**config.mk**
```make
export PLATFORM = sky130hd
export DESIGN_NAME = sq_df_ctrl
export DESIGN_NICKNAME = d
export VERILOG_FILES = /design/src/rtl/sq_df_ctrl.sv
export SDC_FILE = /design/constraint.sdc
export NUM_CORES = 1
export LEC_CHECK = 0
export ABC_AREA = 1
export BUFFER_PORTS_ARGS = -buffer_cell sky130_fd_sc_hd__buf_2
export CORE_AREA = 2 2 130 132
export CTS_BUF_LIST = sky130_fd_sc_hd__clkbuf_8
export DETAILED_ROUTE_END_ITERATION = 16
export DIE_AREA = 0 0 132 134
export PLACE_DENSITY_LB_ADDON = 0.3
export REMOVE_ABC_BUFFERS = 1
export SYNTH_ARGS = -nofsm -noshare
export SYNTH_HDL_FRONTEND = slang
export SYNTH_SLANG_ARGS = --single-unit
```
**constraint.sdc**
```tcl
create_clock -name clk -period 5.6 [get_ports clk]
set_clock_uncertainty 0.15 [all_clocks]
set_input_delay 1.12 -clock clk [delete_from_list [all_inputs] [get_ports clk]]
set_output_delay 1.12 -clock clk [all_outputs]
set_load 0.02 [all_outputs]
```
**src/rtl/sq_df_ctrl.sv**
```systemverilog
// sq_df_ctrl: streams one pixel/signature band pair per handshake into an
// external squared-difference pipeline, tags each accepted pair so its
// product can be recognised when it leaves the pipeline, and accumulates the
// tagged products into a squared Euclidean distance presented on a
// valid/ready result port.
module sq_df_ctrl #(
    parameter int unsigned DATA_WIDTH    = 16,
    parameter int unsigned HSP_BANDS     = 16,
    parameter int unsigned SQ_DF_LATENCY = 2,
    localparam int unsigned ACC_WIDTH    = 2 * DATA_WIDTH + $clog2(HSP_BANDS)
) (
    input  logic                    clk,
    input  logic                    rst,
    input  logic                    clear,
    input  logic                    band_valid,
    output logic                    band_ready,
    input  logic [DATA_WIDTH-1:0]   band_v1,
    input  logic [DATA_WIDTH-1:0]   band_v2,
    output logic [DATA_WIDTH-1:0]   sq_v1,
    output logic [DATA_WIDTH-1:0]   sq_v2,
    input  logic [2*DATA_WIDTH-1:0] sq_result,
    output logic                    dist_valid,
    input  logic                    dist_ready,
    output logic [ACC_WIDTH-1:0]    dist_out,
    output logic                    busy
);

    // Wide enough to hold the value HSP_BANDS itself.
    localparam int unsigned CNT_WIDTH = $clog2(HSP_BANDS + 1);

    typedef enum logic [1:0] {
        StIdle,
        StStream,
        StDrain,
        StDone
    } state_e;

    state_e                   state_q, state_d;
    logic [CNT_WIDTH-1:0]     band_cnt_q, band_cnt_d;
    logic [CNT_WIDTH-1:0]     band_cnt_inc;
    logic [SQ_DF_LATENCY-1:0] tag_q, tag_d;
    logic [ACC_WIDTH-1:0]     acc_q, acc_d;
    logic [ACC_WIDTH-1:0]     acc_sum;
    logic [ACC_WIDTH-1:0]     dist_out_q, dist_out_d;
    logic                     dist_valid_q, dist_valid_d;

    logic handshake;
    logic tag_out;
    logic tags_pending;

    // Band acceptance decodes from state; clear blocks acceptance so an offered
    // band in the abort cycle is visibly refused rather than silently dropped.
    always_comb begin
        band_ready = ((state_q == StIdle) || (state_q == StStream)) && !clear;
        handshake  = band_valid && band_ready;
        sq_v1      = handshake ? band_v1 : '0;
        sq_v2      = handshake ? band_v2 : '0;
        busy       = (state_q != StIdle);
        dist_valid = dist_valid_q;
        dist_out   = dist_out_q;
    end

    // Tag pipe shifts every cycle; stage 0 marks a product entering sq_df.
    always_comb begin
        tag_d    = '0;
        tag_d[0] = handshake;
        for (int i = 1; i < int'(SQ_DF_LATENCY); i++) begin
            tag_d[i] = tag_q[i-1];
        end
        if (clear) begin
            tag_d = '0;
        end
    end

    // Output-stage tag qualifies sq_result; any earlier tag means work in flight.
    always_comb begin
        tag_out      = tag_q[SQ_DF_LATENCY-1];
        tags_pending = 1'b0;
        for (int i = 0; i < int'(SQ_DF_LATENCY) - 1; i++) begin
            tags_pending = tags_pending | tag_q[i];
        end
        acc_sum = acc_q + (tag_out ? ACC_WIDTH'(sq_result) : '0);
    end

    assign band_cnt_inc = band_cnt_q + CNT_WIDTH'(1);

    // Next-state and datapath control for the band sequencer.
    always_comb begin
        state_d      = state_q;
        band_cnt_d   = band_cnt_q;
        acc_d        = acc_sum;
        dist_out_d   = dist_out_q;
        dist_valid_d = dist_valid_q;

        unique case (state_q)
            StIdle: begin
                acc_d = '0;
                if (handshake) begin
                    band_cnt_d = CNT_WIDTH'(1);
                    state_d    = (HSP_BANDS == 1) ? StDrain : StStream;
                end
            end
            StStream: begin
                if (handshake) begin
                    band_cnt_d = band_cnt_inc;
                    if (band_cnt_inc == CNT_WIDTH'(HSP_BANDS)) begin
                        state_d = StDrain;
                    end
                end
            end
            StDrain: begin
                // The last product is either already in acc or at the output
                // stage now; acc_sum folds it in so the result is not delayed.
                if (!tags_pending) begin
                    dist_out_d   = acc_sum;
                    dist_valid_d = 1'b1;
                    state_d      = StDone;
                end
            end
            StDone: begin
                if (dist_ready) begin
                    dist_valid_d = 1'b0;
                    acc_d        = '0;
                    band_cnt_d   = '0;
                    state_d      = StIdle;
                end
            end
            default: begin
                state_d = StIdle;
            end
        endcase

        // Abort wins over any handshake or completion in the same cycle.
        if (clear) begin
            state_d      = StIdle;
            band_cnt_d   = '0;
            acc_d        = '0;
            dist_valid_d = 1'b0;
        end
    end

    // State and datapath registers with asynchronous reset.
    always_ff @(posedge clk or posedge rst) begin
        if (rst) begin
            state_q      <= StIdle;
            band_cnt_q   <= '0;
            tag_q        <= '0;
            acc_q        <= '0;
            dist_out_q   <= '0;
            dist_valid_q <= 1'b0;
        end else begin
            state_q      <= state_d;
            band_cnt_q   <= band_cnt_d;
            tag_q        <= tag_d;
            acc_q        <= acc_d;
            dist_out_q   <= dist_out_d;
            dist_valid_q <= dist_valid_d;
        end
    end

endmodule

```
==> metrics.cfg, run 1 <==
[outcome]
run_status = finished, final reports clean

[setup_path]
crit_buf_inv = 2
crit_family = simple AND/OR/NAND/NOR gates
critical_path_class = in -> out
worst_ep_required_time_ns = 4.33
start_kind = input port
rr_worst_depth = 16
timing.rr.end = dist_out[24]
crit_fanout = 33
end_kind = output port
critPathArrivalTime_ns = 2.40
cpPeakStageDelay_ns = 0.55
timing.rr.start = tag_q[1]
crit_chain = buf_2, nor2_1, nand2_1, nor2_1, buf_2
crit_path_top_delay_cell = nand2_1
ff2ff_setup_slack_ns = 2.48

[timing]
report.final.slew_viol_count = 0
hold_violations = 0
tns_ns = 0
relSlewSlack_pct = 36.2
final.setup.worst_slack_ns = 1.93
maxClockFrequency_mhz = 273
post-route-min-period_ns = 3.67
worst_pin_slew_ns = 0.955
holdWs_ns = 0.330
finalCritPeriodShare_pct = 65.5
setup_viol = 0
rsz0062_at_grt = no

[clock_network]
clock_sinks = 82
postCtsHoldBufs = 0
insertion_delay_ns = 0.39
cts-buffers-inserted = 9
post_cts_buffers = 0
cts_resized = 0
htreeDepth = 3
cts_tree = yes
root_buffer = clkbuf_8
clk_pin_slew_ns = 0.09
ctsLongestPathBuffers = 2

[die]
core_area_sq_um = 16300
fp.dieH_um = 134
ios = 140
fp-row-count = 47
start_util_pct = 36.1
die_area_sq_um = 17700
die_x_um = 132

[power_and_ir_drop]
totalPowerFinal_w = 0.00208
power_density_nw_per_um2 = 297
p_leak_nw = 4.30
vdd_drop_max_uv = 160

[layout]
multiInputGateArea_sq_um = 3160
nNetsFinal = 1147
register_area_sq_um = 2050
syn_to_final_growth_pct = 19.3
diodes = 0
drive_gt1_share_pct = 17.0
nFillCells = 1743
instances_no_fill = 1264

[placement]
gp_congestion = 0.902
io_buffers = 139
dp_cells = 1248
place_ws_ns = 1.92
post-dp-hpwl_um = 12200

[min_path]
min_delay_path_depth = 2
hold_end = dist_out[32]
hold_path.class = reg -> reg
hp-start = dist_out[32]

[routing]
firstDrtPassIters = 5
num_vias = 5732
via_per_inst = 4.53
postRouteWirelength_um = 15600
drc = 0
drtIter0Drc = 288
drtAntennaViolNets = 0
post_drt_wl_per_cell_um = 12.4

[global_route]
grt_remaining_overflow = 0
grt_max_degree = 57
grt_pass1_wl_um = 26300
grt_usage_pct = 18.4
first_global_vias = 5625
antenna_found_initial = 0

[synthesis]
avgSynthCellArea_sq_um = 6.52
synth_warnings = 0
syn_inst = 903
ys_types = 29
yosysSeqAreaShare_pct = 34.8
syn_area_sq_um = 5890
ys_seq_elements = 82

[flow_run]
max-cap-violations = 0

-- logic make-up (layout without fill, tap and decap cells) --
logic type	after synthesis	after routing	synth area share, %
xor gates and xnor gates	20	20	2.97
and+or+nand+nor	500	500	34.7
DFF	82	82	34.8
buffers and inverters	180	321	11.6
adders and majority gates	39	39	8.41
AOI/OAI and AO/OA	81	81	7.25
muxes	1	1	0.191
-- power by group --
group,switching (W),leakage (nW),internal [W]
sequential,0.0000845,1.13,0.000739
clock,0.000249,0.104,0.000224
combinational,0.000536,3.07,0.000252
total,0.000869,4.30,0.00121
-- layer usage --
layer / wire length (um) / vias to the layer above / share of wire, % / GRT usage [%]
met5: 0 / - / 0 / 0
met4: 278 / 0 / 1.8 / 5.92
met3: 804 / 22 / 5.1 / 4.31
met2: 7160 / 158 / 46 / 31.2
met1: 7370 / 2528 / 47 / 23.3
li1: - / 3024 / - / -
-- through the flow --
| step | area (sq um) | util [%] |
|---|---|---|
| finish | 7020 | 43.1 |
| global route | 7020 | 43.1 |
| CTS | 7020 | 43.1 |
| floorplan | 5820 | - |
| detailed placement | 6810 | 41.8 |
| global placement | 6810 | 41.8 |
-- synth_stat cells --
| cell type | number | share of area, % |
|---|---|---|
| a21boi_0 | 1 | 0.13 |
| a21oi_1 | 34 | 2.9 |
| a221oi_1 | 1 | 0.15 |
| and2_1 | 2 | 0.21 |
| and3_1 | 1 | 0.11 |
| buf_2 | 5 | 0.42 |
| clkbuf_1 | 12 | 0.76 |
| dfrtp_1 | 82 | 35 |
| fa_1 | 1 | 0.34 |
| ha_1 | 38 | 8.1 |
| inv_1 | 163 | 10 |
| mux2_2 | 1 | 0.19 |
| nand2_1 | 293 | 19 |
| nand2_2 | 8 | 0.85 |
| nand3_1 | 43 | 3.7 |
| nand3_2 | 4 | 0.68 |
| nand3b_1 | 5 | 0.64 |
| nand4_1 | 2 | 0.21 |
| nor2_1 | 123 | 7.8 |
| nor2_2 | 3 | 0.32 |
| nor3_1 | 13 | 1.1 |
| nor3_2 | 2 | 0.34 |
| nor4_1 | 1 | 0.11 |
| o21ai_0 | 33 | 2.8 |
| o21ai_1 | 6 | 0.51 |
| o21bai_1 | 4 | 0.51 |
| o31ai_1 | 2 | 0.25 |
| xnor2_1 | 17 | 2.5 |
| xor2_1 | 3 | 0.45 |
-- worst register-to-register path, cell delays in order, from the launching register on --
cell     delay (ns)
dfrtp_1        0.77
buf_4          0.37
nand2_1        0.08
inv_1          0.06
ha_1           0.23
fa_1           0.31
nand3_1        0.09
nand3_1        0.13
nand2_1        0.06
nand2_1        0.14
nand2_1        0.09
nand2_2        0.14
nand2_1        0.12
nand2_1        0.07
nand2_1        0.06
nand3_1        0.07
nand2_1        0.06
-- cells in the final DEF (no fill, tap or decap), types with 13 or more instances in the layout --
cell,n
o21ai_0,33
a21oi_1,34
nor3_1,13
nor2_1,123
buf_2,139
nand3_1,43
ha_1,38
dfrtp_1,82
xnor2_1,17
inv_1,162
nand2_1,293
-- worst max path at each step --
stage | start | cells after the start | to
6_report | clear | 5 | sq_v1[9]
5_1_grt | state_q[0] | 7 | sq_v2[10]
4_1_cts | state_q[0] | 7 | sq_v2[9]
3_5_place_dp | clear | 5 | sq_v2[9]
3_3_place_gp | clear | 5 | sq_v1[6]
2_1_floorplan | clear | 3 | sq_v1[0]
-- layout make-up --
| type | instances | share of cell area, % |
|---|---|---|
| multi-input combinational | 641 | 44.9 |
| inverter | 163 | 8.73 |
| sequential | 82 | 29.2 |
| timing repair buffer | 142 | 10.2 |
| clock buffer | 10 | 1.96 |
| tap | 220 | 3.92 |
| clock inverter | 6 | 1.03 |
-- state kept, by name, summed over array words and instances (netlist names) --
register and cells:
dist_valid 1, tag_q 2, dist_out 36, band_cnt_q 5, acc_q 36, state_q 2
No activity file was read; power rests on OpenSTA's default activity.
==> run 2: changes to the inputs <==
==> constraint.sdc (replaced) <==
create_clock -name clk -period 3.8 [get_ports clk]
set_clock_uncertainty 0.15 [all_clocks]
set_input_delay 0.76 -clock clk [delete_from_list [all_inputs] [get_ports clk]]
set_output_delay 0.76 -clock clk [all_outputs]
set_load 0.02 [all_outputs]
==> run 2 against run 1 <==
Design area about the same. Final cell count grew 0.24%. Clock-buffer cell count shrank 1. Global-route usage grew 0.68 points. Combinational power up 52%. Routed wire length up 3.6%. Via count rose by 1.2%. Sequential power is 48% higher. Register-to-register slack got worse by 1.4 ns. First-iteration DRC count decreased by 2.1%. Setup slack lost 1.1 ns. Sequential share of layout area is essentially flat. Largest power group unchanged.
==> metrics.cfg, run 2 (synthesis gave the netlist of run 1 again) <==
[layout]
instances_no_fill = 1267  ; was 1,264
drive_gt1_share_pct = 17.3  ; was 17.0%
nNetsFinal = 1150  ; was 1,147
final_core_util_pct = 43.1  ; about the same
final_area_sq_um = 7030  ; was 7020 sq um
layout_common_cells = nand2_1 (293), inv_1 (162), buf_2 (139)  ; unchanged
mostFrequentLayoutCell = nand2_1  ; unchanged
diodes = 0  ; unchanged
syn_to_final_growth_pct = 19.3  ; about the same
nFillCells = 1784  ; was 1,743

[die]
start_util_pct = 36.1  ; unchanged
die_area_sq_um = 17700  ; unchanged
fp.dieH_um = 134  ; unchanged
die_x_um = 132  ; unchanged
core_area_sq_um = 16300  ; unchanged
fp-row-count = 47  ; unchanged
ios = 140  ; unchanged

[clock_network]
clk_pin_slew_ns = 0.09  ; about the same
insertion_delay_ns = 0.40  ; was 0.39 ns
postCtsHoldBufs = 0  ; unchanged
htreeDepth = 3  ; unchanged
root_buffer = clkbuf_8  ; unchanged
cts_tree = yes  ; unchanged
ctsLongestPathBuffers = 2  ; unchanged
post_cts_buffers = 0  ; unchanged
clock_sinks = 82  ; unchanged
cts-buffers-inserted = 9  ; unchanged
cts_resized = 0  ; unchanged

[placement]
io_buffers = 139  ; unchanged
dp_cells = 1251  ; was 1,248
placed_area_sq_um = 6850  ; was 6810 sq um
gp_congestion = 0.913  ; was 0.902
post-dp-hpwl_um = 12700  ; was 12,200 um

[setup_path]
crit_buf_inv = 3  ; was 2
crit_family = buffers and inverters  ; was simple AND/OR/NAND/NOR gates
critPathArrivalTime_ns = 2.04  ; was 2.40 ns
worst_ep_required_time_ns = 2.89  ; was 4.33 ns
crit_fanout = 33  ; unchanged
crit_top_cell = nor2_1
crit_chain = inv_1, ha_1, nor2_1, nor2_1, nand2_1, buf_4, nor2_1, buf_2  ; was buf_2, nor2_1, nand2_1, nor2_1, buf_2
cpPeakStageDelay_ns = 0.41  ; was 0.55 ns
end_kind = output port  ; unchanged
start_kind = register  ; was input port
critical_path_class = reg -> out  ; was in -> out
crit_path_top_delay_cell = dfrtp_1  ; was nand2_1

[routing]
postRouteWirelength_um = 16200  ; was 15,600 um
post_drt_wl_per_cell_um = 12.8  ; was 12.4 um
via_per_inst = 4.58  ; was 4.53
drc = 0  ; unchanged
drtAntennaViolNets = 0  ; unchanged
drtIter0Drc = 282  ; was 288
num_vias = 5802  ; was 5,732
firstDrtPassIters = 4  ; was 5

[timing]
finalCritPeriodShare_pct = 77.5
post-route-min-period_ns = 2.95
maxClockFrequency_mhz = 339
report.final.slew_viol_count = 0  ; unchanged
holdWs_ns = 0.230  ; was 0.330 ns
hold_violations = 0  ; unchanged
rsz0062_at_grt = no  ; unchanged
tns_ns = 0  ; unchanged
worst_pin_slew_ns = 0.829  ; was 0.955 ns
setup_viol = 0  ; unchanged
relSlewSlack_pct = 44.7  ; was 36.2%

[global_route]
first_global_vias = 5704  ; was 5,625
grt_remaining_overflow = 0  ; unchanged
grt_pass1_wl_um = 26800  ; was 26,300 um
grt_max_degree = 40  ; was 57
grt_usage_pct = 19.1  ; was 18.4%
antenna_found_initial = 0  ; unchanged

[outcome]
run_status = finished, final reports clean  ; unchanged

[power_and_ir_drop]
vdd_drop_max_uv = 314  ; was 160 uV
power_density_nw_per_um2 = 431  ; was 297 nW/um^2
p_leak_nw = 4.31  ; was 4.30 nW

[min_path]
hold_path.class = in -> async  ; was reg -> reg

[flow_run]
max-cap-violations = 0  ; unchanged

==> run 2: cell count changes in the layout (fill, tap and decap cells not counted), sizes merged <==
cell / change
bufinv: -1
clkbuf: -1
inv: -1
clkinv: +3
buf: +3
==> run 2: worst paths after layout <==
kind	from	to	slack (ns)	cells after the start
worst min register to register	dist_out[22]	dist_out[22]	0.33	2
worst max-delay path	state_q[0]	sq_v2[4]	0.85	8
max in group asynchronous	rst	acc_q[18]	2.48	3
min in group clk	dist_out[22]	dist_out[22]	0.33	2
worst max register to register	tag_q[1]	acc_q[24]	1.08	15
worst min-delay path	rst	dist_out[0]	0.23	2
==> run 2: cell type report <==
type	instances	area, sq um	area share, %
timing repair buffer	145	753	10.7
clock inverter	7	52.6	0.748
sequential	82	2050	29.2
clock buffer	9	124	1.76
multi-input combinational	641	3160	44.9
inverter	163	613	8.73
tap	220	275	3.92
==> run 2: per-stage QoR <==
stage,total power (W),setup slack (ns)
4_1_cts,0.00308,0.822
5_1_grt,0.00327,0.618
2_1_floorplan,0.00197,0.782
3_3_place_gp,0.00244,0.993
6_report,0.00303,0.854
3_5_place_dp,0.00245,0.923
==> run 2: per-layer routing <==
metal,wire (um),GRT usage [%],vias up
met5,0,0,-
met4,407,8.03,0
met3,773,3.33,24
met2,7460,32.1,164
met1,7530,24.3,2583
li1,-,-,3031
==> run 2: power breakdown <==
part	internal [W]	total (W)	switching, W
Sequential	0.00109	0.00122	0.000130
Clock	0.000241	0.000615	0.000374
Combinational	0.000384	0.00120	0.000811
Total	0.00171	0.00303	0.00131
==> run 3: changes to the inputs <==
==> constraint.sdc (replaced) <==
create_clock -name clk -period 2.5 [get_ports clk]
set_clock_uncertainty 0.15 [all_clocks]
set_input_delay 0.5 -clock clk [delete_from_list [all_inputs] [get_ports clk]]
set_output_delay 0.5 -clock clk [all_outputs]
set_load 0.02 [all_outputs]
==> run 3 against run 2 <==
First-iteration DRC count increased by 21%. Critical path depth rose by 7. Global-route usage is 0.28 points higher. Largest cell class unchanged. Non-clock buffer count increased by 18. Setup slack got worse by 0.75 ns.
==> metrics.cfg, run 3 (synthesis gave the netlist of run 1 again) <==
[timing]
hold_violations = 0  ; unchanged
final.setup.worst_slack_ns = 0.104  ; was 0.854 ns
holdWs_ns = 0.242  ; was 0.230 ns
worst_pin_slew_ns = 0.519  ; was 0.829 ns
rsz0062_at_grt = yes  ; was no
maxClockFrequency_mhz = 417
finalCritPeriodShare_pct = 95.8
post-route-min-period_ns = 2.40
report.final.slew_viol_count = 0  ; unchanged
setup_viol = 0  ; unchanged
relSlewSlack_pct = 65.4  ; was 44.7%

[placement]
io_buffers = 139  ; unchanged
gp_congestion = 0.924  ; was 0.913
post-dp-hpwl_um = 12800  ; was 12,700 um
place_ws_ns = -0.0212  ; was 0.923 ns
dp_cells = 1261  ; was 1,251

[layout]
mostFrequentLayoutCell = nand2_1  ; unchanged
instances_no_fill = 1285  ; was 1,267
nFillCells = 1670  ; was 1,784
nNetsFinal = 1168  ; was 1,150
drive_gt1_share_pct = 27.2  ; was 17.3%
diodes = 0  ; unchanged
multiInputGateArea_sq_um = 3650  ; was 3160 sq um
register_area_sq_um = 2050  ; about the same
syn_to_final_growth_pct = 33.4  ; was 19.3%
layout_common_cells = nand2_1 (273), inv_1 (160), buf_2 (113)  ; was nand2_1 (293), inv_1 (162), buf_2 (139)

[clock_network]
clk_pin_slew_ns = 0.09  ; about the same
clock_sinks = 82  ; unchanged
htreeDepth = 3  ; unchanged
ctsLongestPathBuffers = 2  ; unchanged
root_buffer = clkbuf_8  ; unchanged
cts-buffers-inserted = 9  ; unchanged
insertion_delay_ns = 0.39  ; was 0.40 ns
cts_tree = yes  ; unchanged

[power_and_ir_drop]
power_density_nw_per_um2 = 643  ; was 431 nW/um^2
vdd_drop_max_uv = 328  ; was 314 uV
p_leak_nw = 4.42  ; was 4.31 nW

[die]
fp-row-count = 47  ; unchanged
fp.dieH_um = 134  ; unchanged
start_util_pct = 36.1  ; unchanged
ios = 140  ; unchanged
die_area_sq_um = 17700  ; unchanged
die_x_um = 132  ; unchanged
core_area_sq_um = 16300  ; unchanged

[routing]
drc = 0  ; unchanged
via_per_inst = 4.65  ; was 4.58
drtIter0Drc = 341  ; was 282
num_vias = 5974  ; was 5,802
firstDrtPassIters = 5  ; was 4
postRouteWirelength_um = 17000  ; was 16,200 um
post_drt_wl_per_cell_um = 13.3  ; was 12.8 um
drtAntennaViolNets = 0  ; unchanged

[global_route]
grt_remaining_overflow = 0  ; unchanged
grt_pass1_wl_um = 27600  ; was 26,800 um
grt_max_degree = 52  ; was 40
first_global_vias = 5840  ; was 5,704
grt_usage_pct = 19.4  ; was 19.1%
antenna_found_initial = 0  ; unchanged

[min_path]
hold_path.class = in -> reg  ; was in -> async
min_delay_path_depth = 3
hp-start = band_valid
hold_end = tag_q[0]

[flow_run]
max-cap-violations = 0  ; unchanged

[setup_path]
rr_worst_depth = 15  ; unchanged
end_kind = register  ; was output port
timing.rr.start = tag_q[1]  ; unchanged
start_kind = register  ; unchanged
critPathArrivalTime_ns = 2.52  ; was 2.04 ns
ff2ff_setup_slack_ns = 0.10  ; was 1.08 ns
critical_path_class = reg -> reg  ; was reg -> out
worst_ep_required_time_ns = 2.62  ; was 2.89 ns
crit_fanout = 19  ; was 33
timing.rr.end = dist_out[28]  ; was acc_q[24]

[outcome]
run_status = finished, final reports clean  ; unchanged

## run 3: through the flow
stage          power (W)  utilization, %  setup TNS, ns  cell area, sq um
2_1_floorplan    0.00300               -         -27.16              5820
3_3_place_gp     0.00374            42.8       -0.00296              6970
3_5_place_dp     0.00376            42.8        -0.0245              6970
4_1_cts          0.00502            45.3        -0.0229              7380
5_1_grt          0.00539            48.2         -0.308              7860
6_report         0.00505            48.2              0              7860
## run 3: worst max-delay path by stage
stage                 start           end  slack (ns)  cells after the start
6_report           tag_q[1]  dist_out[28]        0.10                     15
3_5_place_dp   sq_result[0]  dist_out[24]       -0.02                     15
3_3_place_gp   sq_result[0]  dist_out[24]      -0.003                     15
2_1_floorplan           rst      acc_q[0]       -0.26                      1
5_1_grt            tag_q[1]  dist_out[31]       -0.03                     15
4_1_cts          state_q[0]      sq_v2[9]      -0.008                      8
## run 3: critical path, stage by stage, from the launching register on
cell	delay, ns
dfrtp_1	0.42
buf_12	0.17
nand2_1	0.06
inv_1	0.04
ha_2	0.19
fa_2	0.39
nand3_1	0.08
nand3_1	0.10
nand2_1	0.09
nand2_2	0.08
nand2_1	0.08
nand2_2	0.08
nand2_2	0.09
nand3b_1	0.10
nand3_1	0.10
nand2_1	0.06
## run 3: power by group
part           internal [W]  switching (W)
Clock              0.000583       0.000523
Sequential          0.00166       0.000204
Combinational      0.000763        0.00132
Total               0.00300        0.00205
## run 3: cell type report
| class | instances | area share (%) |
|---|---|---|
| Multi-Input combinational cell | 641 | 46.5 |
| Sequential cell | 82 | 26.1 |
| Timing Repair Buffer | 163 | 13.3 |
| Inverter | 163 | 7.81 |
| Tap cell | 220 | 3.50 |
| Clock buffer | 10 | 1.75 |
| Clock inverter | 6 | 1.04 |
## run 3: repair_timing
action                                  4_1_cts  5_1_grt
setup buffers                                 4        2
pin swaps                                     2        8
resized for setup                            43      105
endpoints found under the setup margin       33       73
hold buffers                                  1        0
gates cloned                                  1        0
endpoints found under the hold margin        21        0
## run 3: per-layer routing
metal  global-route usage, %  vias to the layer above  wire length [um]
met5                       0                        -                 0
met1                    24.4                     2722              7610
met3                    3.63                       18               903
met4                    5.25                        0               273
li1                        -                     3067                 -
met2                    34.1                      167              8250
